<file path="config.mk">
export PLATFORM = sky130hd
export DESIGN_NAME = sdram_req_arbiter
export DESIGN_NICKNAME = d
export VERILOG_FILES = /design/src/rtl/sdram_arb_pkg.sv /design/src/rtl/sdram_arb_tag_fifo.sv /design/src/rtl/sdram_req_arbiter.sv
export SDC_FILE = /design/constraint.sdc
export NUM_CORES = 1
export LEC_CHECK = 0
export BUFFER_PORTS_ARGS = -buffer_cell sky130_fd_sc_hd__buf_2
export CORE_AREA = 2 2 118 120
export CTS_BUF_LIST = sky130_fd_sc_hd__clkbuf_4 sky130_fd_sc_hd__clkbuf_8
export DETAILED_ROUTE_END_ITERATION = 10
export DIE_AREA = 0 0 120 122
export GPL_TIMING_DRIVEN = 0
export PLACE_DENSITY_LB_ADDON = 0.05
export REMOVE_ABC_BUFFERS = 1
export SLEW_MARGIN = 20
export SYNTH_ARGS = -nofsm -noshare
export SYNTH_HDL_FRONTEND = slang
export SYNTH_SLANG_ARGS = --single-unit
</file>
<file path="constraint.sdc">
create_clock -name clk_i -period 5.6 [get_ports clk_i]
set_clock_uncertainty 0.2 [all_clocks]
set_input_delay 0.84 -clock clk_i [delete_from_list [all_inputs] [get_ports clk_i]]
set_output_delay 0.84 -clock clk_i [all_outputs]
set_load 0.03 [all_outputs]
</file>
<file path="src/rtl/sdram_arb_pkg.sv">
// Shared types, widths and grant-selection helpers for the SDRAM request arbiter.
package sdram_arb_pkg;

    typedef enum logic {IDLE, LOCKED} arb_state_e;

    localparam int RAM_ADDR_W = 32;
    localparam int RAM_DATA_W = 32;
    localparam int RAM_LEN_W  = 8;
    localparam int RAM_STRB_W = 4;
    localparam int MAX_PORTS  = 4;

    // First requesting port after cur in circular order; cur itself is checked last.
    function automatic logic [1:0] arb_rr_next(input logic [1:0] cur,
                                               input logic [MAX_PORTS-1:0] req,
                                               input int n);
        logic [1:0] nxt;
        int         idx;
        nxt = cur;
        for (int k = MAX_PORTS; k >= 1; k--) begin
            if (k <= n) begin
                idx = (int'(cur) + k) % n;
                if (req[idx[1:0]]) nxt = idx[1:0];
            end
        end
        return nxt;
    endfunction

    function automatic logic [1:0] arb_fixed_next(input logic [1:0] cur,
                                                  input logic [MAX_PORTS-1:0] req,
                                                  input int n);
        logic [1:0] nxt;
        nxt = cur;
        for (int k = MAX_PORTS - 1; k >= 0; k--) begin
            if (k < n && req[2'(k)]) nxt = 2'(k);
        end
        return nxt;
    endfunction

endpackage

</file>
<file path="src/rtl/sdram_arb_tag_fifo.sv">
// Tag FIFO remembering which port owns each accepted, not-yet-acked request.
module sdram_arb_tag_fifo
    import sdram_arb_pkg::*;
#(
    parameter int DEPTH = 4,
    parameter int W     = 1
) (
    input  logic         clk_i,
    input  logic         rst_i,
    input  logic         push_i,
    input  logic [W-1:0] data_i,
    input  logic         pop_i,
    output logic [W-1:0] data_o,
    output logic         full_o,
    output logic         empty_o
);

    localparam int AW = $clog2(DEPTH);

    logic [W-1:0]  mem_q [DEPTH];
    logic [AW-1:0] wr_ptr_q, rd_ptr_q;
    logic [AW:0]   count_q;
    logic          push_ok, pop_ok;

    assign full_o  = (count_q == (AW+1)'(DEPTH));
    assign empty_o = (count_q == '0);
    assign pop_ok  = pop_i & ~empty_o;
    // A pop frees the slot in the same cycle, so push is allowed when full.
    assign push_ok = push_i & (~full_o | pop_ok);
    assign data_o  = mem_q[rd_ptr_q];

    always_ff @(posedge clk_i or posedge rst_i) begin
        if (rst_i) begin
            wr_ptr_q <= '0;
            rd_ptr_q <= '0;
            count_q  <= '0;
            for (int i = 0; i < DEPTH; i++) mem_q[i] <= '0;
        end else begin
            if (push_ok) begin
                mem_q[wr_ptr_q] <= data_i;
                wr_ptr_q        <= wr_ptr_q + AW'(1);
            end
            if (pop_ok) rd_ptr_q <= rd_ptr_q + AW'(1);
            case ({push_ok, pop_ok})
                2'b10:   count_q <= count_q + (AW+1)'(1);
                2'b01:   count_q <= count_q - (AW+1)'(1);
                default: count_q <= count_q;
            endcase
        end
    end

endmodule

</file>
<file path="src/rtl/sdram_req_arbiter.sv">
// Round-robin arbiter sharing one SDRAM core request port, with burst lock and ack routing.
// Define SDRAM_ARB_FIXED_PRIO_EN to make port 0 the highest fixed priority instead.
module sdram_req_arbiter
    import sdram_arb_pkg::*;
#(
    parameter int NUM_PORTS   = 2,
    parameter int OUTSTANDING = 4,
    parameter int PORT_W      = 1
) (
    input  logic                              clk_i,
    input  logic                              rst_i,
    input  logic [NUM_PORTS*RAM_STRB_W-1:0]   inport_wr_i,
    input  logic [NUM_PORTS-1:0]              inport_rd_i,
    input  logic [NUM_PORTS*RAM_LEN_W-1:0]    inport_len_i,
    input  logic [NUM_PORTS*RAM_ADDR_W-1:0]   inport_addr_i,
    input  logic [NUM_PORTS*RAM_DATA_W-1:0]   inport_write_data_i,
    output logic [NUM_PORTS-1:0]              inport_accept_o,
    output logic [NUM_PORTS-1:0]              inport_ack_o,
    output logic [NUM_PORTS-1:0]              inport_error_o,
    output logic [RAM_DATA_W-1:0]             inport_read_data_o,
    output logic [RAM_STRB_W-1:0]             outport_wr_o,
    output logic                              outport_rd_o,
    output logic [RAM_LEN_W-1:0]              outport_len_o,
    output logic [RAM_ADDR_W-1:0]             outport_addr_o,
    output logic [RAM_DATA_W-1:0]             outport_write_data_o,
    input  logic                              outport_accept_i,
    input  logic                              outport_ack_i,
    input  logic                              outport_error_i,
    input  logic [RAM_DATA_W-1:0]             outport_read_data_i
);

    arb_state_e           state_q;
    logic [PORT_W-1:0]    gnt_q, gnt_d, head_tag;
    logic [RAM_LEN_W-1:0] beats_q, len_g;
    logic [NUM_PORTS-1:0] req;
    logic                 fifo_full, fifo_empty, fwd, acc, pop;

    always_comb begin
        for (int p = 0; p < NUM_PORTS; p++)
            req[p] = (|inport_wr_i[p*RAM_STRB_W +: RAM_STRB_W]) | inport_rd_i[p];
    end

    assign len_g = inport_len_i[int'(gnt_q)*RAM_LEN_W +: RAM_LEN_W];

`ifdef SDRAM_ARB_FIXED_PRIO_EN
    assign gnt_d = PORT_W'(arb_fixed_next(2'(gnt_q), 4'(req), NUM_PORTS));
`else
    assign gnt_d = PORT_W'(arb_rr_next(2'(gnt_q), 4'(req), NUM_PORTS));
`endif

    // Outputs are held at zero while reset is asserted, even mid-transfer.
    always_comb begin
        outport_wr_o         = '0;
        outport_rd_o         = 1'b0;
        outport_len_o        = '0;
        outport_addr_o       = '0;
        outport_write_data_o = '0;
        inport_accept_o      = '0;
        inport_ack_o         = '0;
        inport_error_o       = '0;
        inport_read_data_o   = '0;
        pop                  = 1'b0;
        if (!rst_i) begin
            if (!fifo_full) begin
                outport_wr_o = inport_wr_i[int'(gnt_q)*RAM_STRB_W +: RAM_STRB_W];
                outport_rd_o = inport_rd_i[gnt_q];
            end
            outport_len_o            = len_g;
            outport_addr_o           = inport_addr_i[int'(gnt_q)*RAM_ADDR_W +: RAM_ADDR_W];
            outport_write_data_o     = inport_write_data_i[int'(gnt_q)*RAM_DATA_W +: RAM_DATA_W];
            inport_accept_o[gnt_q]   = outport_accept_i & ~fifo_full;
            pop                      = outport_ack_i & ~fifo_empty;
            inport_ack_o[head_tag]   = pop;
            inport_error_o[head_tag] = pop & outport_error_i;
            inport_read_data_o       = outport_read_data_i;
        end
    end

    assign fwd = (|outport_wr_o) | outport_rd_o;
    assign acc = fwd & outport_accept_i;

    sdram_arb_tag_fifo #(
        .DEPTH (OUTSTANDING),
        .W     (PORT_W)
    ) u_tag_fifo (
        .clk_i   (clk_i),
        .rst_i   (rst_i),
        .push_i  (acc),
        .data_i  (gnt_q),
        .pop_i   (pop),
        .data_o  (head_tag),
        .full_o  (fifo_full),
        .empty_o (fifo_empty)
    );

    always_ff @(posedge clk_i or posedge rst_i) begin
        if (rst_i) begin
            state_q <= IDLE;
            gnt_q   <= '0;
            beats_q <= '0;
        end else begin
            case (state_q)
                IDLE: begin
                    if (acc && len_g != '0) begin
                        state_q <= LOCKED;
                        beats_q <= len_g;
                    end else if (!req[gnt_q] || acc) begin
                        gnt_q <= gnt_d;
                    end
                end
                LOCKED: begin
                    // Remaining beats ignore len; the last one releases and re-arbitrates.
                    if (acc) begin
                        beats_q <= beats_q - RAM_LEN_W'(1);
                        if (beats_q == RAM_LEN_W'(1)) begin
                            state_q <= IDLE;
                            gnt_q   <= gnt_d;
                        end
                    end
                end
                default: state_q <= IDLE;
            endcase
        end
    end

`ifndef SYNTHESIS
    // Acks that trail a reset are legitimately dropped; only flag empty acks after new traffic.
    logic flushed_q;
    always_ff @(posedge clk_i or posedge rst_i) begin
        if (rst_i)    flushed_q <= 1'b1;
        else if (acc) flushed_q <= 1'b0;
    end
    always @(posedge clk_i) begin
        if (!rst_i)
            assert (!(outport_ack_i && fifo_empty && !flushed_q))
                else $error("ack received with no outstanding request");
    end
`endif

endmodule

</file>
## After elaboration in Yosys (flattened, before gate mapping)

Index checks and enable logic that the tools add are counted.

| operators by class | value |
|---|---|
| add/sub/neg operators | 7 |
| multiply operators | 0 |
| divide/modulo/power cells | 0 |
| magnitude comparators | 9 |
| equal/unequal tests | 9 |
| shifts and indexed selects | 4 |
| mux-type cells | 45 |
| bitwise operators | 20 |
| reductions and logical operators | 14 |

Operators by type and width:

| cell | number |
|---|---|
| 64-bit by 7-bit variable part select with 32-bit output | 2 |
| 32-bit 2-to-1 mux | 3 |
| 8-bit 2-to-1 mux | 3 |
| 1-bit 2-to-1 mux | 23 |
| 8-bit one-hot mux with 2 select lines | 1 |
| 16-bit by 5-bit variable part select with 8-bit output | 1 |
| 4-bit OR reduction | 3 |
| 8-bit by 1-bit == test with 1-bit output (second input constant) | 1 |
| 4-bit 2-to-1 mux | 2 |
| 8-bit nonzero test | 1 |
| 8-bit by 4-bit variable part select with 4-bit output | 1 |
| 8-bit by 1-bit subtractor with 8-bit output (second input constant) | 1 |
| 1-bit AND | 6 |
| 2-bit AND | 3 |
| 1-bit binary-select mux with 2-bit select | 3 |
| 3-bit greater-or-equal comparator (second input constant) | 2 |
| 2-bit by 3-bit less-than comparator with 1-bit output (second input constant) | 2 |
| 2-bit 2-to-1 mux | 3 |
| 2-bit inequality test (second input constant) | 3 |
| 2-bit NOT with 3-bit output | 2 |
| 3-bit one-hot mux with 2 select lines | 1 |
| 2-bit by 1-bit adder with 2-bit output (second input constant) | 2 |
| 4-bit bitwise mux | 1 |
| 1-bit logical AND | 4 |
| other kinds (22) | 34 |

| storage, ports and cells | value |
|---|---|
| register bits after elaboration | 21 |
| latch bits | 0 |
| RAM bits | 0 |
| bits in read-only memories | 0 |
| output and inout port bits | 115 |
| word-level logic and storage cells | 118 |
| memories | 0 |

## Depth between registers and ports, before layout

Gate-level depths: netlist of the first run.

| logic depth | value |
|---|---|
| word-level depth | 10 |
| depth in mapped cells | 11 |
| mapped depth without buffers | 11 |

## Hierarchy

From an unflattened synthesis of the first run, not the netlist that was laid out.

| unflattened totals | value |
|---|---|
| cells, all modules | 358 |
| area total of the unflattened synthesis | 2884.0 µm² |

By module, submodules not included:

| module | instances | cells an instance | area an instance (µm²) | seq. area each (µm²) |
|---|---|---|---|---|
| sdram_req_arbiter | 1 | 307 | 2262.2 | 250.2 |
| sdram_arb_tag_fifo | 1 | 51 | 621.8 | 275.3 |

## Least setup slack after synthesis of the first run

Ideal clock, no wire load.

| timing | value |
|---|---|
| path type | input-to-output |
| start point | input port rst_i |
| end point | output port inport_ack_o[0] |
| arrival | 2.321 ns |
| path slack | 2.239 ns |
| cell stages on the path | 4 |
| cells stage by stage | clkbuf_8 -> inv_1 -> o311a_1 -> nor2b_1 |

| between the ends | value |
|---|---|
| longest elaborated chain between the ends | 1 |

Ends and longest elaborated chain:

| element | line | source |
|---|---|---|
| start, declared | sdram_req_arbiter.sv:11 | `input logic rst_i,` |
| 2-bit 2-to-1 mux | sdram_req_arbiter.sv:63 | `if (!rst_i) begin` |
| end, declared | sdram_req_arbiter.sv:18 | `output logic [NUM_PORTS-1:0] inport_ack_o,` |

Every way passes these cells.

## Worst setup path in the final report of the first run

| timing | value |
|---|---|
| start point | input port rst_i |
| end point | output port inport_error_o[1] |

| between the ends | value |
|---|---|
| longest elaborated chain between the ends | 1 |

Ends and longest elaborated chain:

| element | line | source |
|---|---|---|
| 2-bit 2-to-1 mux | sdram_req_arbiter.sv:63 |  |
| end, declared | sdram_req_arbiter.sv:19 | `output logic [NUM_PORTS-1:0] inport_error_o,` |

Every way passes these cells.

==> summary by stage, run 1 <==
Critical path
The number of buffers and inverters on the critical path is 4. The worst reg-to-reg setup slack is 2.60 ns. The most critical setup path has its startpoint at rst_i.

The largest individual stage delay along the critical path comes from the cell sky130_fd_sc_hd__inv_1. The worst setup path is captured at a primary output. The worst-path maximum fanout is 55.

The worst register-to-register path begins at gnt_q. For the worst setup path, the data arrival time is 2.91 ns. The category of cells accounting for the largest share of critical-path delay is buffers and inverters. At the worst endpoint, the required time is 4.56 ns. The kind of launch point of the worst setup path is an input pin.

By startpoint and endpoint, the worst setup path is classified as input pin to primary output. The critical path crosses 6 cells after its start point. The critical path ends at inport_error_o[1]. The maximum cell stage delay along the critical path is 0.67 ns. The critical path goes through buf_4, buf_12, inv_1, o311a_1, and3_1, buf_2.

The endpoint identified for the worst register-to-register timing path is beats_q[0]. Measured in cells, the most critical reg-to-reg path has a length of 7.

STA
At the pin with the least slew margin, the transition time is 0.886 ns. The final critical path takes up 70.5% of the cycle. Setup violations remaining at the end of the flow were counted as 0.

The worst pin sits at a relative slew slack of around two fifths. The max-slew violation count is 0. The fmax is between 200 and 300 MHz. The clock period minus final worst setup slack is 3.95 ns. Setup repair after global routing left no endpoint under its margin. The final count of hold timing violations is 0. Setup slack on the critical path of the routed design comes to 1.65 ns.

Synthesis
For this run, the leading register cell type out of synthesis is sky130_fd_sc_hd__dfrtp_1. The multiplexer share of the synthesized area is 30.8%. The area of the mapped netlist is roughly 2800 µm². The number of distinct library cells after synthesis is 50. The mean instance size in the synthesized netlist is 7.86 µm². Synthesis produced a netlist whose cell count is 350. The synthesized design spends more area on one cell type than any other, namely sky130_fd_sc_hd__mux2i_1. The number of synthesis warnings is 0.

The most common cell in the synthesized netlist is sky130_fd_sc_hd__nor2_1. Summing the areas of all fa, ha and maj instances in the mapped netlist gives 3.91% of the synthesized area. The number of synthesized flops with an enable pin is 0. After Yosys synthesis, and, or, nand and nor cells account for 28.8% of the synthesized area. In the post-synthesis netlist, the biggest area contributors are sky130_fd_sc_hd__mux2i_1 28%, sky130_fd_sc_hd__dfrtp_1 19%, sky130_fd_sc_hd__nor2_1 12%. The post-synthesis async set-or-reset flop share is 100%.

The post-synthesis compound-gate area fraction is 8.50%. The commonest cells after synthesis are 90 x sky130_fd_sc_hd__nor2_1, 78 x sky130_fd_sc_hd__mux2i_1, 33 x sky130_fd_sc_hd__nor2b_1. Of the post-synthesis cell area, the dominant cell type holds 28.4%. The register bit total from synthesis is 21. After synthesis, the largest family of logic cells by area is multiplexers.

The XOR/XNOR share of the synthesized area is 1.91%. For this run, the register share of the synthesized area comes to 19.1%.

Outcome
The run finished with clean final reports.

Clocking
In this run the clock root is driven by a sky130_fd_sc_hd__clkbuf_8. The CTS tree is done. The clock slew at the register clock pins of the worst setup and hold paths is 0.08 ns.

Buffers inserted to repair hold after CTS numbered 0. The maximum clock path buffer count is 2. Buffers inserted during clock tree synthesis total 3. At the later pin of the worst-skew pair, clock insertion delay measures 0.26 ns. The TritonCTS sink count is 21.

The number of levels in the clock H-tree is 1. Gates resized during post-CTS repair numbered 0. The number of setup buffers added after CTS is 0.

Placed design
The number of buffers inserted by port buffering is approximately 310. Before CTS, the worst setup slack after placement is ~1.5 ns. The wire-length estimate of the detail-placed layout is 11.9 mm. After detailed placement, the design holds a cell count of 813. Routability-driven placement finished with a final weighted congestion of 0.816.

Power and ir drop
The leakage power is 2.60 nW. Dividing total power by cell area gives a power density of 368 nW/µm². The worst-case IR drop observed on VDD is 175 µV.

Finish
Of the cells placed in the final design, the portion with a size suffix greater than 1 is approximately 50%. From synthesis to final layout, the design area changed by 62.9%. The final cell count without fillers is 817. The layout filler cell count is 1513. The antenna cell count is 0. At the end of the flow, the number of nets in the layout was 837.

The fraction of the core area covered by cells at the end of the flow is 33.2%.

Global routing
The first global-routing pass estimated between 15 and 20 mm of wire. The initial antenna violation count is 4. The total global routing track utilization is 17.3%. The via count of the first global-routing pass is 3285. Summed over all layers, the global routing overflow is 0. The pin count of the biggest net entering global routing is 56.

Drt
Dividing the detail-routed wire length by the instance count gives approximately 17 µm. The pre-antenna-repair detailed-routing pass consisted of 4 iterations. Wires add up to 13.8 mm.

The number of remaining DRC errors is 0. For this block, the via count after detailed routing is around 3500. For this block, the initial DRC count from the detailed router was 114. The final antenna-violating net count is 0. The via count normalized by instance count is 4.27.

Floorplan
The floorplan step set the die width to 120 µm. The number of core rows is 43. The die covers approximately 15000 µm². The area inside the core boundary is ~14000 µm².

The die outline height is 122 µm. The effective utilization at floorplan is about a fifth. During I/O placement, the number of pins put on the boundary was 306.

Hold path
The min-delay analysis places its worst path in the category register to register.

Flow run
The number of max-cap violations is 0.
[placed cells by master, fill, tap and decap left out, types with 7 or more instances in the layout]
cell                      synthesis  layout
sky130_fd_sc_hd__buf_2            4     304
sky130_fd_sc_hd__dfrtp_1         21      20
sky130_fd_sc_hd__ha_1             7       7
sky130_fd_sc_hd__inv_1            8       8
sky130_fd_sc_hd__mux2i_1         78      78
sky130_fd_sc_hd__nand2_1         20      20
sky130_fd_sc_hd__nor2_1          90      90
sky130_fd_sc_hd__nor2b_1         33      33
sky130_fd_sc_hd__o21ai_0         12      12
[power breakdown]
part / leakage [nW] / switching [mW] / total, mW / internal [mW]
clock network: 0.0255 / 0.0555 / 0.105 / 0.0497
logic: 2.33 / 0.714 / 1.21 / 0.498
registers: 0.250 / 0.105 / 0.334 / 0.229
[sequential cells by signal, indices dropped and copies added, names as in the netlist]
name                 cells
beats_q                  8
u_tag_fifo.mem_q         4
u_tag_fifo.count_q       3
u_tag_fifo.rd_ptr_q      2
u_tag_fifo.wr_ptr_q      2
gnt_q                    1
state_q                  1
[worst min-delay path by stage]
stage / start / slack [ns] / depth (start not counted) / to
2_1_floorplan: u_tag_fifo.rd_ptr_q[1] / 0.25 / 1 / u_tag_fifo.rd_ptr_q[1]
3_3_place_gp: u_tag_fifo.rd_ptr_q[1] / 0.27 / 1 / u_tag_fifo.rd_ptr_q[1]
3_5_place_dp: u_tag_fifo.count_q[2] / 0.27 / 1 / u_tag_fifo.count_q[2]
4_1_cts: u_tag_fifo.rd_ptr_q[1] / 0.29 / 1 / u_tag_fifo.rd_ptr_q[1]
5_1_grt: u_tag_fifo.count_q[2] / 0.31 / 1 / u_tag_fifo.count_q[2]
6_report: u_tag_fifo.rd_ptr_q[1] / 0.29 / 1 / u_tag_fifo.rd_ptr_q[1]
[cell type report]
class / count / area [µm²] / share of cell area (%)
multi-input cells: 294 / 2040 / 45.4
inverters: 10 / 42.5 / 0.949
clock inverters: 1 / 5.00 / 0.112
well taps: 180 / 225 / 5.02
clock buffers: 3 / 41.3 / 0.921
flip-flops and latches: 21 / 529 / 11.8
repair buffers: 308 / 1600 / 35.8
[metrics by stage]
step | instance area (µm²) | hold slack (ns) | setup TNS (ns) | total power [mW]
finish | 4480 | 0.286 | 0 | 1.65
global placement | 4360 | 0.271 | -3.27 | 1.60
global route | 4480 | 0.312 | 0 | 1.78
floorplan | 2600 | 0.253 | 0 | 1.23
detailed placement | 4440 | 0.275 | 0 | 1.56
CTS | 4480 | 0.293 | 0 | 1.67
[per-layer routing]
| layer | wire length [µm] | global-route usage, % | up-vias |
|---|---|---|---|
| met5 | 46 | 0 | - |
| met3 | 1420 | 6.51 | 10 |
| met4 | 46 | 1.99 | 8 |
| met2 | 6630 | 28.0 | 139 |
| li1 | - | - | 1758 |
| met1 | 5620 | 22.8 | 1570 |
[cells by family (layout without fill, tap and decap cells)]
group,Yosys count,in the layout
xor gates and xnor gates,6,6
DFF,21,21
adders and majority gates,8,8
and+or+nand+nor,166,166
muxes,83,83
AOI/OAI and AO/OA,31,31
buffers and inverters,35,322
Note: power is estimated with default switching activity, not from simulation.
==> inputs of run 2 (changes only) <==
- clock period: 5.6 -> 3.5 ns (I/O delays scaled with it)
==> run 2 against run 1 <==
  * First-iteration DRC count up 3.5%
  * Power up 60%
  * Die area unchanged
  * Wire length up 0.69%
  * Critical path depth up 1
  * Register-to-register slack worse by 2.1 ns
  * Setup slack worse by 1.2 ns
  * Non-clock buffer count unchanged
  * Combinational power up 60%
==> summary by stage, run 2 (synthesis gave the netlist of run 1 again) <==
Global routing
The global route total overflow is 0. The total global routing track utilization is 17.3%. The pin count of the biggest net entering global routing is 56.

The first global-routing pass estimated 19.2 mm of wire. The via count of the first global-routing pass is 3285. The initial antenna violation count came to 4.

STA
The worst pin sits at a relative slew slack of 57.1%. Setup violations remaining at the end of the flow were counted as 0. The max-slew violation count came to 0. The post-route fraction of the period consumed by the critical path is 86.3%. In the final timing run, aggregate negative setup slack is 0 ns. The final count of hold timing violations is 0. The fmax is 331 MHz. Setup repair after global routing left no endpoint under its margin. On the final layout, the worst hold slack is 0.287 ns.

The clock period minus final worst setup slack is 3.02 ns. For the pin with the worst max-slew slack, the measured transition is 0.639 ns.

Finish
Relative to the synthesized area, the layout overhead comes to 63.2%. The register with the most flip-flops is beats_q. After the last flow step, the layout net total stands at 838.

The antenna cell count is 0. The area used by multi-input combinational logic is a little over 2000 µm². Counting the fill cells in the layout gives 1513.

The fraction of the core area covered by cells at the end of the flow is 33.3%. The final instance area is 4490 µm². In the final layout, the registers with the most flip-flops are beats_q: 8 flops, u_tag_fifo.mem_q: 4 flops, u_tag_fifo.count_q: 3 flops. The library cell used most frequently in the layout, excluding fill and tap cells, is sky130_fd_sc_hd__buf_2. In the final layout, the share of cells above drive strength 1 is between 50 and 60%. In the layout the commonest cells are 304 x sky130_fd_sc_hd__buf_2, 90 x sky130_fd_sc_hd__nor2_1, 78 x sky130_fd_sc_hd__mux2i_1. The register area is 529 µm².

The register with the most flip-flops in the layout has 8 of them.

Clocking
CTS built an H-tree with a depth of 1. The TritonCTS sink count is 21. In this run the deepest clock path goes through 2 buffers. Buffers inserted to repair hold after CTS numbered 0. Buffers added to address setup during post-CTS repair amount to 0. The post-cts repair resize count is 0. The clock slew at the register clock pins of the worst setup and hold paths is 0.09 ns.

For the worst-skew pair, the clock arrives at the later sink with an insertion delay of ~0.26 ns. The library cell used as clock root buffer is sky130_fd_sc_hd__clkbuf_8. TritonCTS built the clock tree. Counting the buffers created by CTS gives 3.

Drt
The pre-antenna-repair detailed-routing pass consisted of 4 iterations. After detailed routing, the average wire length per cell comes to approximately 17 µm. The via count is 3466. After detailed routing, the number of remaining DRC violations is 0. After the first detailed-routing iteration, the DRC count stood at 118.

The final antenna-violating net count is 0. The total wire length is 13.9 mm. In the routed layout, each cell is associated on average with a via count of 4.24.

Critical path
The maximum cell stage delay along the critical path is 0.62 ns. The worst setup path is captured at a register. The category of the critical setup timing path is register to register. Data on the critical path arrives at its endpoint at a little under 3 ns. The required time reported for the critical path endpoint is 3.42 ns.

Walking the worst path, the cells encountered are buf_16, mux2i_1, nand2_1, nor3_1, a21oi_2, nand3_1, o211ai_1. STA classifies the critical path startpoint as a register. The number of buffers and inverters on the critical path is 1.

Of all nets on the critical path, the largest fanout is 42. On the critical path the largest part of the delay comes from simple AND/OR/NAND/NOR gates. The slowest stage of the critical path is the sky130_fd_sc_hd__dfrtp_4 cell.

Placed design
The final weighted congestion of routability-driven global placement is ~0.82. After detailed placement, the total cell area comes to 4440 µm². The detailed-placement wirelength estimate is 11.9 mm.

In this run the tool buffered the top-level ports with 305 buffer cells.

Floorplan
During I/O placement, the number of pins put on the boundary was 306. The die span in x is between 100 and 150 µm. The effective utilization at floorplan is between 20% and 30%. The area inside the core boundary is 13500 µm².

The die is about 120 µm tall. The die covers 14600 µm². The floorplan has 43 rows.

Power and ir drop
For this design the static power due to leakage is 2.60 nW. The areal power density over the cells is 588 nW/µm². The maximum resistive drop on vdd is 282 µV.

Outcome
The flow ran to the end, and the final reports show no timing, DRC or antenna violations.

Flow run
Across the run, the number of max-cap violations was 0.

Hold path
The path class of the lowest-slack min-delay path is register to register.
[run 2: per-stage QoR]
step,std cells,setup WS (ns),power (mW)
6_report,818,0.481,2.64
5_1_grt,818,0.191,2.85
4_1_cts,817,0.0483,2.67
3_5_place_dp,813,-0.214,2.49
3_3_place_gp,810,-2.56,2.57
2_1_floorplan,325,-1.17,1.96
[run 2: final timing paths]
kind / slack (ns) / start / cells past startpoint / to
min in group asynchronous: 0.47 / rst_i / 3 / u_tag_fifo.mem_q[2]
worst max-delay path: 0.48 / gnt_q / 7 / beats_q[0]
worst min register to register: 0.29 / u_tag_fifo.rd_ptr_q[1] / 1 / u_tag_fifo.rd_ptr_q[1]
max in group asynchronous: 2.16 / rst_i / 3 / gnt_q
worst max register to register: 0.48 / gnt_q / 7 / beats_q[0]
worst min-delay path: 0.29 / u_tag_fifo.rd_ptr_q[1] / 1 / u_tag_fifo.rd_ptr_q[1]
[run 2: layout make-up]
cell class / instances / area share [%]
Multi-Input combinational cell: 294 / 45.3
Sequential cell: 21 / 11.8
Timing Repair inverter: 1 / 0.111
Timing Repair Buffer: 308 / 35.7
Clock buffer: 3 / 0.919
Inverter: 10 / 1.03
Tap cell: 180 / 5.01
Clock inverter: 1 / 0.111
[run 2: worst register-to-register path, stage by stage, from the launching register on]
cell and delay [ns]:
sky130_fd_sc_hd__dfrtp_4 0.62, sky130_fd_sc_hd__buf_16 0.28, sky130_fd_sc_hd__mux2i_1 0.57, sky130_fd_sc_hd__nand2_1 0.09
sky130_fd_sc_hd__nor3_1 0.51, sky130_fd_sc_hd__a21oi_2 0.33, sky130_fd_sc_hd__nand3_1 0.16, sky130_fd_sc_hd__o211ai_1 0.10
[run 2: power breakdown]
group / internal [mW] / leakage (nW) / switching (mW)
Combinational: 0.797 / 2.32 / 1.14
Clock: 0.0795 / 0.0255 / 0.0890
Sequential: 0.366 / 0.250 / 0.168
[run 2: per-layer routing]
metal | GRT usage (%) | share of wire (%) | up-vias
met5 | 0 | 0.33 | -
met2 | 28.0 | 48 | 132
li1 | - | - | 1760
met4 | 1.99 | 0.33 | 8
met1 | 22.8 | 42 | 1556
met3 | 6.51 | 9.0 | 10
